<file path="config.mk">
export PLATFORM = sky130hd
export DESIGN_NAME = rc4_phase_sequencer_flat
export DESIGN_NICKNAME = d
export VERILOG_FILES = /design/src/rtl/rc4_phase_sequencer_pkg.sv /design/src/rtl/rc4_phase_sequencer_if.sv /design/src/rtl/rc4_phase_sequencer_sram_mux.sv /design/src/rtl/rc4_phase_sequencer.sv /design/src/flat_wrapper.sv
export SDC_FILE = /design/constraint.sdc
export NUM_CORES = 1
export LEC_CHECK = 0
export ABC_AREA = 1
export CORE_MARGIN = 1
export CORE_UTILIZATION = 36
export DETAILED_ROUTE_END_ITERATION = 10
export GPL_TIMING_DRIVEN = 0
export HOLD_SLACK_MARGIN = 0.02
export PLACE_DENSITY = 0.84
export REMOVE_ABC_BUFFERS = 1
export SLEW_MARGIN = 20
export SYNTH_ARGS = -nofsm -noshare
export SYNTH_HDL_FRONTEND = slang
export SYNTH_SLANG_ARGS = --single-unit
</file>
<file path="constraint.sdc">
create_clock -name clk -period 2 [get_ports clk]
set_input_delay 0.4 -clock clk [delete_from_list [all_inputs] [get_ports clk]]
set_output_delay 0.4 -clock clk [all_outputs]
set_load 0.01 [all_outputs]
</file>
<file path="src/rtl/rc4_phase_sequencer_pkg.sv">
// -----------------------------------------------------------------------------
// rc4_pkg
// Shared types and constants for the RC4 decrypt phase sequencer:
//   - state_t   : sequencer FSM states
//   - PH_*      : phase indices used for ph_* bit/slice selection and grant
//   - DEF_*     : default widths for S RAM address/data, key and phase count
//   - phase_of  : maps a sequencer state to the phase that owns the S RAM
// -----------------------------------------------------------------------------
package rc4_pkg;

  localparam int DEF_ADDR_W = 8;
  localparam int DEF_DATA_W = 8;
  localparam int DEF_KEY_W  = 24;
  localparam int DEF_NPH    = 3;

  localparam logic [1:0] PH_INIT = 2'd0;
  localparam logic [1:0] PH_KSA  = 2'd1;
  localparam logic [1:0] PH_PRGA = 2'd2;
  localparam logic [1:0] PH_NONE = 2'd3;

  typedef enum logic [2:0] {
    IDLE,
    INIT_GO,
    INIT_WAIT,
    KSA_GO,
    KSA_WAIT,
    PRGA_GO,
    PRGA_WAIT,
    FINISH
  } state_t;

  // Owner of the S RAM port while the sequencer sits in state s.
  function automatic logic [1:0] phase_of(input state_t s);
    case (s)
      INIT_GO, INIT_WAIT: phase_of = PH_INIT;
      KSA_GO,  KSA_WAIT:  phase_of = PH_KSA;
      PRGA_GO, PRGA_WAIT: phase_of = PH_PRGA;
      default:            phase_of = PH_NONE;
    endcase
  endfunction

endpackage

</file>
<file path="src/rtl/rc4_phase_sequencer_if.sv">
// -----------------------------------------------------------------------------
// rc4_phase_sequencer_if
// Bus between the sequencer and the three RC4 phase blocks, including the
// resulting single S RAM port.
//   ph_start : sequencer -> phases, one-cycle start pulse per phase
//   ph_done  : phases -> sequencer, one-cycle done pulse per phase
//   ph_addr  : phases -> sequencer, packed per-phase S RAM address
//   ph_data  : phases -> sequencer, packed per-phase S RAM write data
//   ph_wren  : phases -> sequencer, per-phase S RAM write enable
//   s_addr/s_data/s_wren : sequencer -> S RAM, muxed port
// Modports: master = sequencer side, slave = phase/RAM side.
// -----------------------------------------------------------------------------
interface rc4_phase_sequencer_if #(
  parameter int NPH    = 3,
  parameter int ADDR_W = 8,
  parameter int DATA_W = 8
);

  logic [NPH-1:0]        ph_start;
  logic [NPH-1:0]        ph_done;
  logic [NPH*ADDR_W-1:0] ph_addr;
  logic [NPH*DATA_W-1:0] ph_data;
  logic [NPH-1:0]        ph_wren;
  logic [ADDR_W-1:0]     s_addr;
  logic [DATA_W-1:0]     s_data;
  logic                  s_wren;

  modport master (
    output ph_start,
    input  ph_done,
    input  ph_addr,
    input  ph_data,
    input  ph_wren,
    output s_addr,
    output s_data,
    output s_wren
  );

  modport slave (
    input  ph_start,
    output ph_done,
    output ph_addr,
    output ph_data,
    output ph_wren,
    input  s_addr,
    input  s_data,
    input  s_wren
  );

endinterface

</file>
<file path="src/rtl/rc4_phase_sequencer_sram_mux.sv">
// -----------------------------------------------------------------------------
// rc4_sram_mux
// Purely combinational NPH-way mux onto the single-port S RAM. The slice
// selected by grant drives the RAM; any grant without a matching phase
// (PH_NONE) parks the port at address 0, data 0, write disabled, so a
// non-granted phase can never write.
// Ports:
//   grant   in  2             owning phase index
//   ph_addr in  NPH*ADDR_W    packed per-phase addresses
//   ph_data in  NPH*DATA_W    packed per-phase write data
//   ph_wren in  NPH           per-phase write enables
//   s_addr  out ADDR_W        RAM address
//   s_data  out DATA_W        RAM write data
//   s_wren  out 1             RAM write enable
// -----------------------------------------------------------------------------
module rc4_sram_mux
  import rc4_pkg::*;
#(
  parameter int NPH    = DEF_NPH,
  parameter int ADDR_W = DEF_ADDR_W,
  parameter int DATA_W = DEF_DATA_W
) (
  input  logic [1:0]            grant,
  input  logic [NPH*ADDR_W-1:0] ph_addr,
  input  logic [NPH*DATA_W-1:0] ph_data,
  input  logic [NPH-1:0]        ph_wren,
  output logic [ADDR_W-1:0]     s_addr,
  output logic [DATA_W-1:0]     s_data,
  output logic                  s_wren
);

  logic [ADDR_W-1:0] addr_arr [NPH];
  logic [DATA_W-1:0] data_arr [NPH];

  generate
    for (genvar gi = 0; gi < NPH; gi++) begin : g_unpack
      assign addr_arr[gi] = ph_addr[gi*ADDR_W +: ADDR_W];
      assign data_arr[gi] = ph_data[gi*DATA_W +: DATA_W];
    end
  endgenerate

  always_comb begin
    s_addr = '0;
    s_data = '0;
    s_wren = 1'b0;
    for (int p = 0; p < NPH; p++) begin
      if (int'(grant) == p) begin
        s_addr = addr_arr[p];
        s_data = data_arr[p];
        s_wren = ph_wren[p];
      end
    end
  end

endmodule

</file>
<file path="src/rtl/rc4_phase_sequencer.sv">
// -----------------------------------------------------------------------------
// rc4_phase_sequencer
// Top-level controller of the RC4 decrypt datapath. Runs S-array init, key
// schedule and PRGA in that order, handing the single S RAM port to whichever
// phase is active.
// Optional build macro: RC4_KEY_SEARCH_EN -- after each PRGA pass the
// msg_ok verdict either ends the run (key_found) or steps key_out and reruns
// all three phases, stopping with key_fail once the all-ones key has failed.
// Ports:
//   clk        in   system clock
//   reset_n    in   asynchronous active-low reset
//   start      in   one-cycle request for a decrypt run (ignored unless IDLE)
//   key_in     in   key captured when start is accepted
//   msg_ok     in   (search build) PRGA verdict, valid with ph_done[PH_PRGA]
//   key_found  out  (search build) run ended on an accepted message
//   key_fail   out  (search build) run ended with every key rejected
//   key_out    out  key currently applied by the phases
//   grant      out  active phase index, 3 = none
//   busy       out  run in progress
//   done       out  level, set when a run finishes, cleared by next start
//   bus        master side of rc4_phase_sequencer_if (phase handshakes + S RAM)
// -----------------------------------------------------------------------------
module rc4_phase_sequencer
  import rc4_pkg::*;
#(
  parameter int ADDR_W = DEF_ADDR_W,
  parameter int DATA_W = DEF_DATA_W,
  parameter int KEY_W  = DEF_KEY_W,
  parameter int NPH    = DEF_NPH
) (
  input  logic                 clk,
  input  logic                 reset_n,
  input  logic                 start,
  input  logic [KEY_W-1:0]     key_in,
`ifdef RC4_KEY_SEARCH_EN
  input  logic                 msg_ok,
  output logic                 key_found,
  output logic                 key_fail,
`endif
  output logic [KEY_W-1:0]     key_out,
  output logic [1:0]           grant,
  output logic                 busy,
  output logic                 done,
  rc4_phase_sequencer_if.master bus
);

  state_t           state_reg, state_next;
  logic [KEY_W-1:0] key_reg, key_next;
  logic [1:0]       grant_reg, grant_next;
  logic [NPH-1:0]   ph_start_reg, ph_start_next;
  logic             busy_reg, busy_next;
  logic             done_reg, done_next;
`ifdef RC4_KEY_SEARCH_EN
  logic             found_reg, found_next;
  logic             fail_reg, fail_next;
`endif

  always_ff @(posedge clk or negedge reset_n) begin
    if (!reset_n) begin
      state_reg    <= IDLE;
      key_reg      <= '0;
      grant_reg    <= PH_NONE;
      ph_start_reg <= '0;
      busy_reg     <= 1'b0;
      done_reg     <= 1'b0;
`ifdef RC4_KEY_SEARCH_EN
      found_reg    <= 1'b0;
      fail_reg     <= 1'b0;
`endif
    end else begin
      state_reg    <= state_next;
      key_reg      <= key_next;
      grant_reg    <= grant_next;
      ph_start_reg <= ph_start_next;
      busy_reg     <= busy_next;
      done_reg     <= done_next;
`ifdef RC4_KEY_SEARCH_EN
      found_reg    <= found_next;
      fail_reg     <= fail_next;
`endif
    end
  end

  always_comb begin
    state_next = state_reg;
    key_next   = key_reg;
    done_next  = done_reg;
`ifdef RC4_KEY_SEARCH_EN
    found_next = found_reg;
    fail_next  = fail_reg;
`endif

    // Only the granted phase's done bit is looked at, and never in a GO
    // state, so stray or early pulses cannot advance the sequence.
    case (state_reg)
      IDLE: begin
        if (start) begin
          state_next = INIT_GO;
          key_next   = key_in;
          done_next  = 1'b0;
`ifdef RC4_KEY_SEARCH_EN
          found_next = 1'b0;
          fail_next  = 1'b0;
`endif
        end
      end
      INIT_GO:   state_next = INIT_WAIT;
      INIT_WAIT: if (bus.ph_done[PH_INIT]) state_next = KSA_GO;
      KSA_GO:    state_next = KSA_WAIT;
      KSA_WAIT:  if (bus.ph_done[PH_KSA]) state_next = PRGA_GO;
      PRGA_GO:   state_next = PRGA_WAIT;
      PRGA_WAIT: begin
        if (bus.ph_done[PH_PRGA]) begin
`ifdef RC4_KEY_SEARCH_EN
          if (msg_ok) begin
            state_next = FINISH;
            found_next = 1'b1;
          end else if (key_reg != '1) begin
            // Next candidate key: restart at init without visiting IDLE.
            key_next   = key_reg + 1'b1;
            state_next = INIT_GO;
          end else begin
            state_next = FINISH;
            fail_next  = 1'b1;
          end
`else
          state_next = FINISH;
`endif
        end
      end
      FINISH:  state_next = IDLE;
      default: state_next = IDLE;
    endcase

    // Outputs are registered from the next state so grant is already valid
    // in the GO cycle, together with the phase's start pulse.
    grant_next    = phase_of(state_next);
    ph_start_next = '0;
    case (state_next)
      INIT_GO: ph_start_next[PH_INIT] = 1'b1;
      KSA_GO:  ph_start_next[PH_KSA]  = 1'b1;
      PRGA_GO: ph_start_next[PH_PRGA] = 1'b1;
      default: ph_start_next = '0;
    endcase
    busy_next = (state_next != IDLE) && (state_next != FINISH);
    if (state_next == FINISH) done_next = 1'b1;
  end

  // The mux is driven from the registered grant, which reset forces to
  // PH_NONE asynchronously -- that is what drops s_wren at once on reset.
  rc4_sram_mux #(
    .NPH    (NPH),
    .ADDR_W (ADDR_W),
    .DATA_W (DATA_W)
  ) u_sram_mux (
    .grant   (grant_reg),
    .ph_addr (bus.ph_addr),
    .ph_data (bus.ph_data),
    .ph_wren (bus.ph_wren),
    .s_addr  (bus.s_addr),
    .s_data  (bus.s_data),
    .s_wren  (bus.s_wren)
  );

  assign bus.ph_start = ph_start_reg;
  assign key_out      = key_reg;
  assign grant        = grant_reg;
  assign busy         = busy_reg;
  assign done         = done_reg;
`ifdef RC4_KEY_SEARCH_EN
  assign key_found    = found_reg;
  assign key_fail     = fail_reg;
`endif

endmodule

</file>
<file path="src/flat_wrapper.sv">
// flat-port wrapper written by rule: the top's interface ports become plain ports
module rc4_phase_sequencer_flat import rc4_pkg::*;
#(
  parameter int ADDR_W = DEF_ADDR_W,
  parameter int DATA_W = DEF_DATA_W,
  parameter int KEY_W  = DEF_KEY_W,
  parameter int NPH    = DEF_NPH
)
  (clk, reset_n, start, key_in, key_out, grant, busy, done, bus_ph_start, bus_ph_done, bus_ph_addr, bus_ph_data, bus_ph_wren, bus_s_addr, bus_s_data, bus_s_wren);
  rc4_phase_sequencer_if #(.NPH(NPH), .ADDR_W(ADDR_W), .DATA_W(DATA_W)) bus_i ();
  input  logic clk;
  input  logic reset_n;
  input  logic start;
  input  logic [KEY_W-1:0] key_in;
  output logic [KEY_W-1:0] key_out;
  output logic [1:0] grant;
  output logic busy;
  output logic done;
  output wire logic [$bits(bus_i.ph_start)-1:0] bus_ph_start;
  input wire logic [$bits(bus_i.ph_done)-1:0] bus_ph_done;
  input wire logic [$bits(bus_i.ph_addr)-1:0] bus_ph_addr;
  input wire logic [$bits(bus_i.ph_data)-1:0] bus_ph_data;
  input wire logic [$bits(bus_i.ph_wren)-1:0] bus_ph_wren;
  output wire logic [$bits(bus_i.s_addr)-1:0] bus_s_addr;
  output wire logic [$bits(bus_i.s_data)-1:0] bus_s_data;
  output wire logic [$bits(bus_i.s_wren)-1:0] bus_s_wren;
  assign bus_ph_start = bus_i.ph_start;
  assign bus_i.ph_done = bus_ph_done;
  assign bus_i.ph_addr = bus_ph_addr;
  assign bus_i.ph_data = bus_ph_data;
  assign bus_i.ph_wren = bus_ph_wren;
  assign bus_s_addr = bus_i.s_addr;
  assign bus_s_data = bus_i.s_data;
  assign bus_s_wren = bus_i.s_wren;
  rc4_phase_sequencer #(.ADDR_W(ADDR_W), .DATA_W(DATA_W), .KEY_W(KEY_W), .NPH(NPH)) u_core (.clk(clk), .reset_n(reset_n), .start(start), .key_in(key_in), .key_out(key_out), .grant(grant), .busy(busy), .done(done), .bus(bus_i));
endmodule
</file>
Yosys cells after proc, flatten, opt, wreduce, memory -nomap -nowiden
Index checks and enable logic that the tools add are counted.
{ "word_totals": {"reg_bits": 34, "wordCells": 55} }
{ "classes": {"n_reduce_logical": 11, "mux": 21, "n_eq_ne": 17} }
{ "ops": {"columns": ["op", "count"], "rows": [
  ["8-bit two-way mux", 6],
  ["3-bit equality test, second input constant", 8],
  ["3-bit case mux with 8 select lines", 1],
  ["3-bit by 2-bit equality test with 1-bit output, second input constant", 4],
  ["3-bit two-way mux", 4],
  ["1-bit two-way mux", 9],
  ["3-bit by 1-bit equality test with 1-bit output, second input constant", 2],
  ["2-bit case mux with 3 select lines", 1],
  ["2-bit OR reduction", 3],
  ["2-bit equality test, second input constant", 2],
  ["2-bit AND reduction", 2],
  ["2-bit nonzero test", 2],
  ["3-bit logical NOT", 1],
  ["3-bit inequality test, second input constant", 1],
  ["3-bit nonzero test", 1],
  ["2-bit logical NOT", 1],
  ["1-bit logical AND", 1]
]} }

Longest topological paths before layout
{ "depth": {"word_depth": 5, "depth_mapped": 8} }

Cells and area by module
Synthesis repeated with hierarchy kept, for this count alone.
{ "unflattened": {"hier_cells": 227, "area_unflattened_um2": 1767.9} }
{ "by_module_without_submodules": {"columns": ["mod", "cells_per_inst", "instances", "seq_area_each_um2", "area_per_inst_um2"], "rows": [
  ["rc4_phase_sequencer", 149, 1, 853.3, 1350.0],
  ["rc4_sram_mux", 78, 1, 0.0, 417.9]
]} }

Least setup slack after synthesis
No wires, ideal clock.
{ "synth_path": {"path_kind": "register to output", "startpoint": "reg u_core.grant_reg[1] (netlist: u_core.grant[1])", "endpoint": "out bus_s_addr[0]", "arrival_time_ns": 1.171, "slack_ns": 0.429, "stages_incl_launch_ff": 7, "required_time_ns": 1.600, "cell_sequence": "dfstp_2 > inv_1 > nand2_1 > clkinv_1 > buf_2 > nand2_1 > nand3_1"} }
{ "synth_between": {"elab_chain_cells": 4, "elab_cells_between_ends": 6, "classes_between": "2 x eq/ne; 3 x mux; 1 x reduce/logical"} }
{ "synth_rtl": {"columns": ["item", "line", "rtl"], "rows": [
  ["start, declared", "rc4_phase_sequencer.sv:49", "logic [1:0] grant_reg, grant_next;"],
  ["start signal, assigned", "rc4_phase_sequencer.sv:73", "grant_reg <= grant_next;"],
  ["2-bit logical NOT", "rc4_phase_sequencer_sram_mux.sv:47", "if (int'(grant) == p) begin"],
  ["8-bit two-way mux (2 in a row)", "rc4_phase_sequencer_sram_mux.sv:47", null],
  ["8-bit two-way mux *", "rc4_phase_sequencer_sram_mux.sv:47", null],
  ["end, declared", "flat_wrapper.sv:24", "output wire logic [$bits(bus_i.s_addr)-1:0] bus_s_addr;"]
]} }
Mark *: on every way between the ends. The rest lies on a longest branch, timed or not.

Worst setup path after layout
{ "layout_path": {"startpoint": "reg u_core.grant_reg[1] (netlist: u_core.grant[1])", "endpoint": "out bus_s_addr[4]"} }
The elaborated chain is that of the path after synthesis.

==> impl_metrics.csv <==
group,metric,value,unit
outcome,status,"complete, no violations",
synth,synth_cell_type_count,19,
synth,seq_area_frac_synth,0.5059,
floorplanning,die-area,0.004963,mm²
synth,synthArstFlopShare,1.000,
worst_setup_path,startpoint,"u_core.grant[1]$_DFF_PN1_",
timing,fin_ws,74.67,ps
pwr,p_sw,0.001714,W
floorplanning,ios,129,
drt,avgViaCountPerCell,4.697,
clock_network,numCtsBuffers,5,
timing,setup_viol,0,
global_routing,grt_overflow_total,0,
global_routing,track_usage,0.2161,
synth,synth_enable_flop_cells,0,
global_routing,antenna_found_initial,0,
timing,rsz0062_at_grt,"true",
finish,nNetsFinal,437,
place,gp_congestion,0.8704,
pwr,p_per_area,1374,mW/mm²
drt,drc,0,
pwr,power,0.004225,W
floorplanning,fp-row-count,24,
synth,syn_avg_cell_area,7.563,µm²
finish,layout_commonest_cell,"nand2_1",
worst_setup_path,critPathSlowestCell,"dfstp_2",
finish,final_cell_area,0.003074,mm²
drt,wl_per_cell,12.99,µm
drt,vias,1921,
place,place_ws,-320.3,ps
synth,ys_warn_count,0,
worst_setup_path,critical_path_class,"reg2out",
clock_network,cts.htree.levels,2,
pwr,power.leakage,1.507,nW
worst_setup_path,worstReg2RegStart,"u_core.state_reg[0]$_DFF_PN0_",
timing,drv_slew,0,
place,dpl_cell_area,0.002970,mm²
place,dp_hpwl,3809,µm
worst_setup_path,reg2reg_slack,170,ps
timing,slew-limit-headroom,0.5704,
clock_network,cts.sinks,34,
synth,synth_cells,223,
floorplanning,start_util,0.3821,
worst_setup_path,cp-start-kind,"register",
synth,synth-seq-cells,34,
timing,hold-worst-slack,480.0,ps
drt,firstDrtPassIters,4,
pwr,p_sw_frac,0.4058,
timing,clock_skew,8.437,ps
clock_network,path_clk_slew,60,ps
global_routing,grt_pass1_wl,8355,µm
timing,max_freq,519.4,MHz
finish,largest_register_ff_count,24,
synth,synthFlopType,"dfrtp_1",
synth,synthTopCellsByArea,"dfrtp_1, nand2_1, nand3_1, dfstp_2, buf_6",
flow_run,drv_cap,0,
finish,layout_common_cells,"nand2_1, clkdlybuf4s50_1, dfrtp_1",
worst_setup_path,cp.required,1600,ps
clock_network,insertion_delay,290,ps
floorplanning,die_h,70.45,µm
finish,diodes,0,
worst_setup_path,cp-end-kind,"output port",
worst_setup_path,cp_slowest_stage_delay,560,ps
finish,instances_no_fill,409,
worst_setup_path,arrival,1530,ps
pwr,pwr-share-clk,0.122,
pwr,p_int,0.002510,W
clock_network,cts_tree,"yes",
timing,tightest_slew,643.6,ps
place,io_buffers,128,
timing,fin_crit_sh,0.9627,
place,place_inst,396,
global_routing,grt_max_degree,30,
clock_network,cts-root-buf,"clkbuf_8",
worst_setup_path,rr_endpoint,"u_core.key_out[5]$_DFFE_PN0P_",
synth,yosys.area.top_type_share,0.4748,
synth,syn-cell-area,0.001687,mm²
worst_setup_path,critical_path.endpoint,"bus_s_addr[4]",
finish,drive_above_1_share,0.1289,
drt,drt_wl_total,5313,µm
worst_setup_path,path_max_fanout,8,
timing,hold_violations,0,
drt,ant_nets,0,
worst_setup_path,cp_cell_sequence,"inv_4 > nor2_4 > clkbuf_16 > nand2_1 > nand3_1 > buf_2",
worst_setup_path,r2r_cells,5,
clock_network,clockBufferDepth,2,
pwr,seqPwrFrac,0.295,
finish,syn_to_final_growth,82.27,%
hold_path,hp-class,"in2async",
drt,first_iter_violations,27,
global_routing,grt_pass1_vias,1850,
pwr,combPwrFrac,0.583,
synth,yosysTopAreaCell,"dfrtp_1",
floorplanning,die_w,70.45,µm
timing,fin_crit,1925,ps
pwr,ir_worst_vdd,0.8259,mV
floorplanning,core,0.004414,mm²
## worst min path at each step
stage                            startpoint                                to  slack [ps]
finish                              reset_n     u_core.state_reg[0]$_DFF_PN0_         480
global route                        reset_n     u_core.state_reg[0]$_DFF_PN0_         490
CTS                                 reset_n     u_core.key_out[8]$_DFFE_PN0P_         470
detailed placement                  reset_n     u_core.state_reg[0]$_DFF_PN0_         250
global placement    u_core.done$_DFFE_PN0P_           u_core.done$_DFFE_PN0P_         460
floorplan                           reset_n  u_core.bus.ph_start[0]$_DFF_PN0_         100
## cell families (layout without fill, tap and decap cells)
logic type	Yosys count	in the layout	synth area share
buffers and inverters	20	154	0.07270
flip-flops	34	34	0.5059
XOR/XNOR	1	1	0.005194
AND/OR/NAND/NOR	168	168	0.4162
## Yosys cell counts, types with 2 or more instances
library cell	number
buf_2	2
buf_6	4
dfrtp_1	32
dfstp_2	2
inv_1	9
inv_2	2
nand2_1	132
nand2_2	4
nand3_1	21
nand3_2	2
nand4_1	2
nor2_1	2
nor2_2	3
## layer usage
layer	up-vias	GRT usage	wire length [µm]
met5	-	0	0
met3	7	0.08947	673
met2	101	0.3693	2639
met1	870	0.2419	1936
met4	0	0.07111	63
li1	943	-	-
## power by group through the flow
stage / clock network [W] / logic, W / registers (W)
after floorplan: 0 / 0.000977 / 0.00135
after global placement: 0 / 0.00245 / 0.00122
after detailed placement: 0 / 0.00250 / 0.00123
after CTS: 0.000532 / 0.00252 / 0.00125
after global routing: 0.000563 / 0.00269 / 0.00129
final: 0.000515 / 0.00246 / 0.00125
## area by class of cell
cell class / instances / area (µm²)
Timing Repair inverter: 1 / 8.758
Clock buffer: 8 / 90.09
Sequential cell: 34 / 853.3
Multi-Input combinational cell: 169 / 728.2
Inverter: 12 / 55.05
Timing Repair Buffer: 133 / 1274
Fill cell: 367 / 1340
Tap cell: 52 / 65.06
## repair_timing
action | in CTS | in global routing
endpoints found under the hold margin | 6 | 0
setup buffers | 1 | 1
pin swaps | 1 | 2
hold buffers | 1 | 0
cloned | 1 | 1
endpoints found under the setup margin | 17 | 41
resized for setup | 46 | 24
## through the flow
| stage | setup TNS (ps) | utilization |
|---|---|---|
| after floorplan | 0 | - |
| after global placement | -14340 | 0.6695 |
| after detailed placement | -9041 | 0.6729 |
| after CTS | 0 | 0.7083 |
| after global routing | -9.091 | 0.6964 |
| final | 0 | 0.6964 |
## critical path: cells and delay by family (launching register included)
kind                   cells  cell delay [ps]
and+or+nand+nor            3              320
DFF                        1              560
buffers and inverters      3              360
No activity file was read; power rests on OpenSTA's default activity.
==> edit (same flow settings) <==
Re-encode `state_t` (8 states) as Gray code, 3 bits wide.
--- a/src/rtl/rc4_phase_sequencer_pkg.sv
+++ b/src/rtl/rc4_phase_sequencer_pkg.sv
@@ -20,12 +20,12 @@
 
   typedef enum logic [2:0] {
-    IDLE,
-    INIT_GO,
-    INIT_WAIT,
-    KSA_GO,
-    KSA_WAIT,
-    PRGA_GO,
-    PRGA_WAIT,
-    FINISH
+    IDLE      = 3'b000,
+    INIT_GO   = 3'b001,
+    INIT_WAIT = 3'b011,
+    KSA_GO    = 3'b010,
+    KSA_WAIT  = 3'b110,
+    PRGA_GO   = 3'b111,
+    PRGA_WAIT = 3'b101,
+    FINISH    = 3'b100
   } state_t;
 
Check against the original RTL: same outputs for any inputs over 10 cycles, from zero or initial values and one cycle with reset_n low; not proved beyond that.
==> edit against the unedited design <==
The run now ends with negative setup slack left. First-iteration DRC count rose by 22%. Worst setup slack lost 0.093 ns. Cell count stayed put. Wire length increased by 2.6%. Area after synthesis decreased by 0.82%. Power up 1.2%. Via count down 0.26%. Global-route usage rose by 0.32 points. Sequential cell count did not move. Design area rose by 3.1%. Critical path type unchanged. Highest routed layer unchanged.
==> edit: results (changes against the unedited design) <==
| Metric | Value |
|---|---|
| Inserted Diodes | 0 (unchanged) |
| FILL cells | 338 (was 367) |
| Initial drt markers | 33 (was 27) |
| DR pass1 iterations | 4 (unchanged) |
| Largest net degree at the start of global routing | 28 (was 30) |
| Setup-failing EPs final | 2 (was 0) |
| Largest register FFs | 24 (unchanged) |
| Clock root buffer | clkbuf_8 (unchanged) |
| Detail Placement HPWL | 3900 um (was 3810 um) |
| Sequential fraction of the synthesis area | 51.0% (was 50.6%) |
| Clock tree buffer depth | 2 (unchanged) |
| Worst-path clk slew | 0.07 ns |
| GRT Total Usage | 21.9% (was 21.6%) |
| Worst Path Arrival | 1.62 ns (was 1.53 ns) |
| Nets | 437 (unchanged) |
| Total CTS buffers | 5 (unchanged) |
| H-Tree Depth | 2 (unchanged) |
| Slew of the pin with the lowest slew margin | 0.399 ns (was 0.644 ns) |
| Peak VDD IR | 0.762 mV (was 0.826 mV) |
| Distinct cells, synth | 22 (was 19) |
| GPL Wtd Cong | 0.785 (was 0.870) |
| Outcome | finished, violations left (was finished, final reports clean) |
| Worst-path fanout max | 3 (was 8) |
| Power Clock | 0.492 mW (was 0.515 mW) |
| Average wire per standard cell | 13.3 um (was 13.0 um) |
| Failing checks | negative setup slack |
| P&R area growth vs syn | 89.5% (was 82.3%) |
| Met2 Use GR | 37.3% (was 36.9%) |
| Layout cells sized above 1 | 17.9% (was 12.9%) |
| Fin worst setup slack | -0.0184 ns (was 0.0747 ns) |
| Max Clock Skew | 0.00424 ns (was 0.00844 ns) |
| Number of global-route vias before repair | 1802 (was 1850) |
| Sequential share of power | 28.7% (was 29.5%) |
| Worst Hold Class | in -> async (unchanged) |
| IO Port Bufs | 128 (unchanged) |
| Peak per-stage delay on the critical path | 0.54 ns (was 0.56 ns) |
| M3 GR Usage | 8.80% (was 8.95%) |
| Vias per inst | 4.68 (was 4.70) |
| Synth cell count leaders | 127 x nand2_1, 32 x dfrtp_1, 19 x nand3_1, 8 x nand2_2, 7 x inv_1 (was 132 x nand2_1, 32 x dfrtp_1, 21 x nand3_1, 9 x inv_1) |
| Met1 Use GR | 25.0% (was 24.2%) |
| Placed cell areas | 2980 um^2 (was 2970 um^2) |
| DP Worst Slack | -0.211 ns (was -0.320 ns) |
| Leak Pwr | 1.55 nW (was 1.51 nW) |
| Pwr dens | 1350 nW/um^2 (was 1370 nW/um^2) |
| Switching power | 1.71 mW (about the same) |
| Synth area leaders | dfrtp_1 48%, nand2_1 28%, nand3_1 5.7% (was dfrtp_1 47%, nand2_1 29%, nand3_1 6.2%) |
| Synthesis Warnings | 0 (unchanged) |
| Slowest cell on crit path | dfstp_2 (unchanged) |
| First-pass GRT wire length | 8320 um (was 8360 um) |
==> edit: final timing paths <==
path,from,cells after the start,to,slack (ns)
max reg2reg,u_core.state_reg[0],5,u_core.key_out[19],0.46
max,u_core.grant[1],8,bus_s_data[0],-0.02
min in group clk,u_core.key_out[13],2,u_core.key_out[13],0.48
min reg2reg,u_core.key_out[13],2,u_core.key_out[13],0.48
min,reset_n,1,u_core.key_out[23],0.03
max in group asynchronous,reset_n,2,u_core.key_out[11],1.54
==> edit: stage by stage <==
| step | TNS, ns | cells |
|---|---|---|
| floorplan | 0 | 213 |
| global placement | -7.95 | 393 |
| detailed placement | -3.06 | 394 |
| CTS | -0.0269 | 407 |
| global route | -0.317 | 409 |
| finish | -0.0211 | 409 |
==> edit: timing repair <==
action / 4_1_cts / 5_1_grt
gates resized for setup: 72 / 27
setup endpoints to repair: 17 / 16
cloned: 1 / 0
buffers inserted: 4 / 2
pin swaps: 0 / 1
==> edit: per-layer routing <==
| layer | share of wire, % | vias to the layer above |
|---|---|---|
| met5 | 0 | - |
| met4 | 1.6 | 0 |
| met2 | 47 | 104 |
| met3 | 11 | 7 |
| met1 | 40 | 856 |
| li1 | - | 949 |
==> edit: final cells by class <==
class	instances	share of cell area [%]
multi-input cells	169	24.5
clock inverters	2	0.434
flip-flops and latches	34	26.9
repair inverters	1	0.237
clock buffers	6	2.29
inverters	10	1.58
repair buffers	135	42.0
well taps	52	2.05
==> edit: cells by family after synthesis <==
group | Yosys count | synth area share (%)
AOI/OAI and AO/OA | 4 | 1.20
buffers and inverters | 18 | 6.28
DFF | 34 | 51.0
and+or+nand+nor | 165 | 41.5
==> edit: worst max-delay path, delay by kind of cell, from the launching register on <==
kind                   cells  cell delay, ns
flip-flops                 1            0.54
buffers and inverters      5            0.42
AND/OR/NAND/NOR            3            0.36
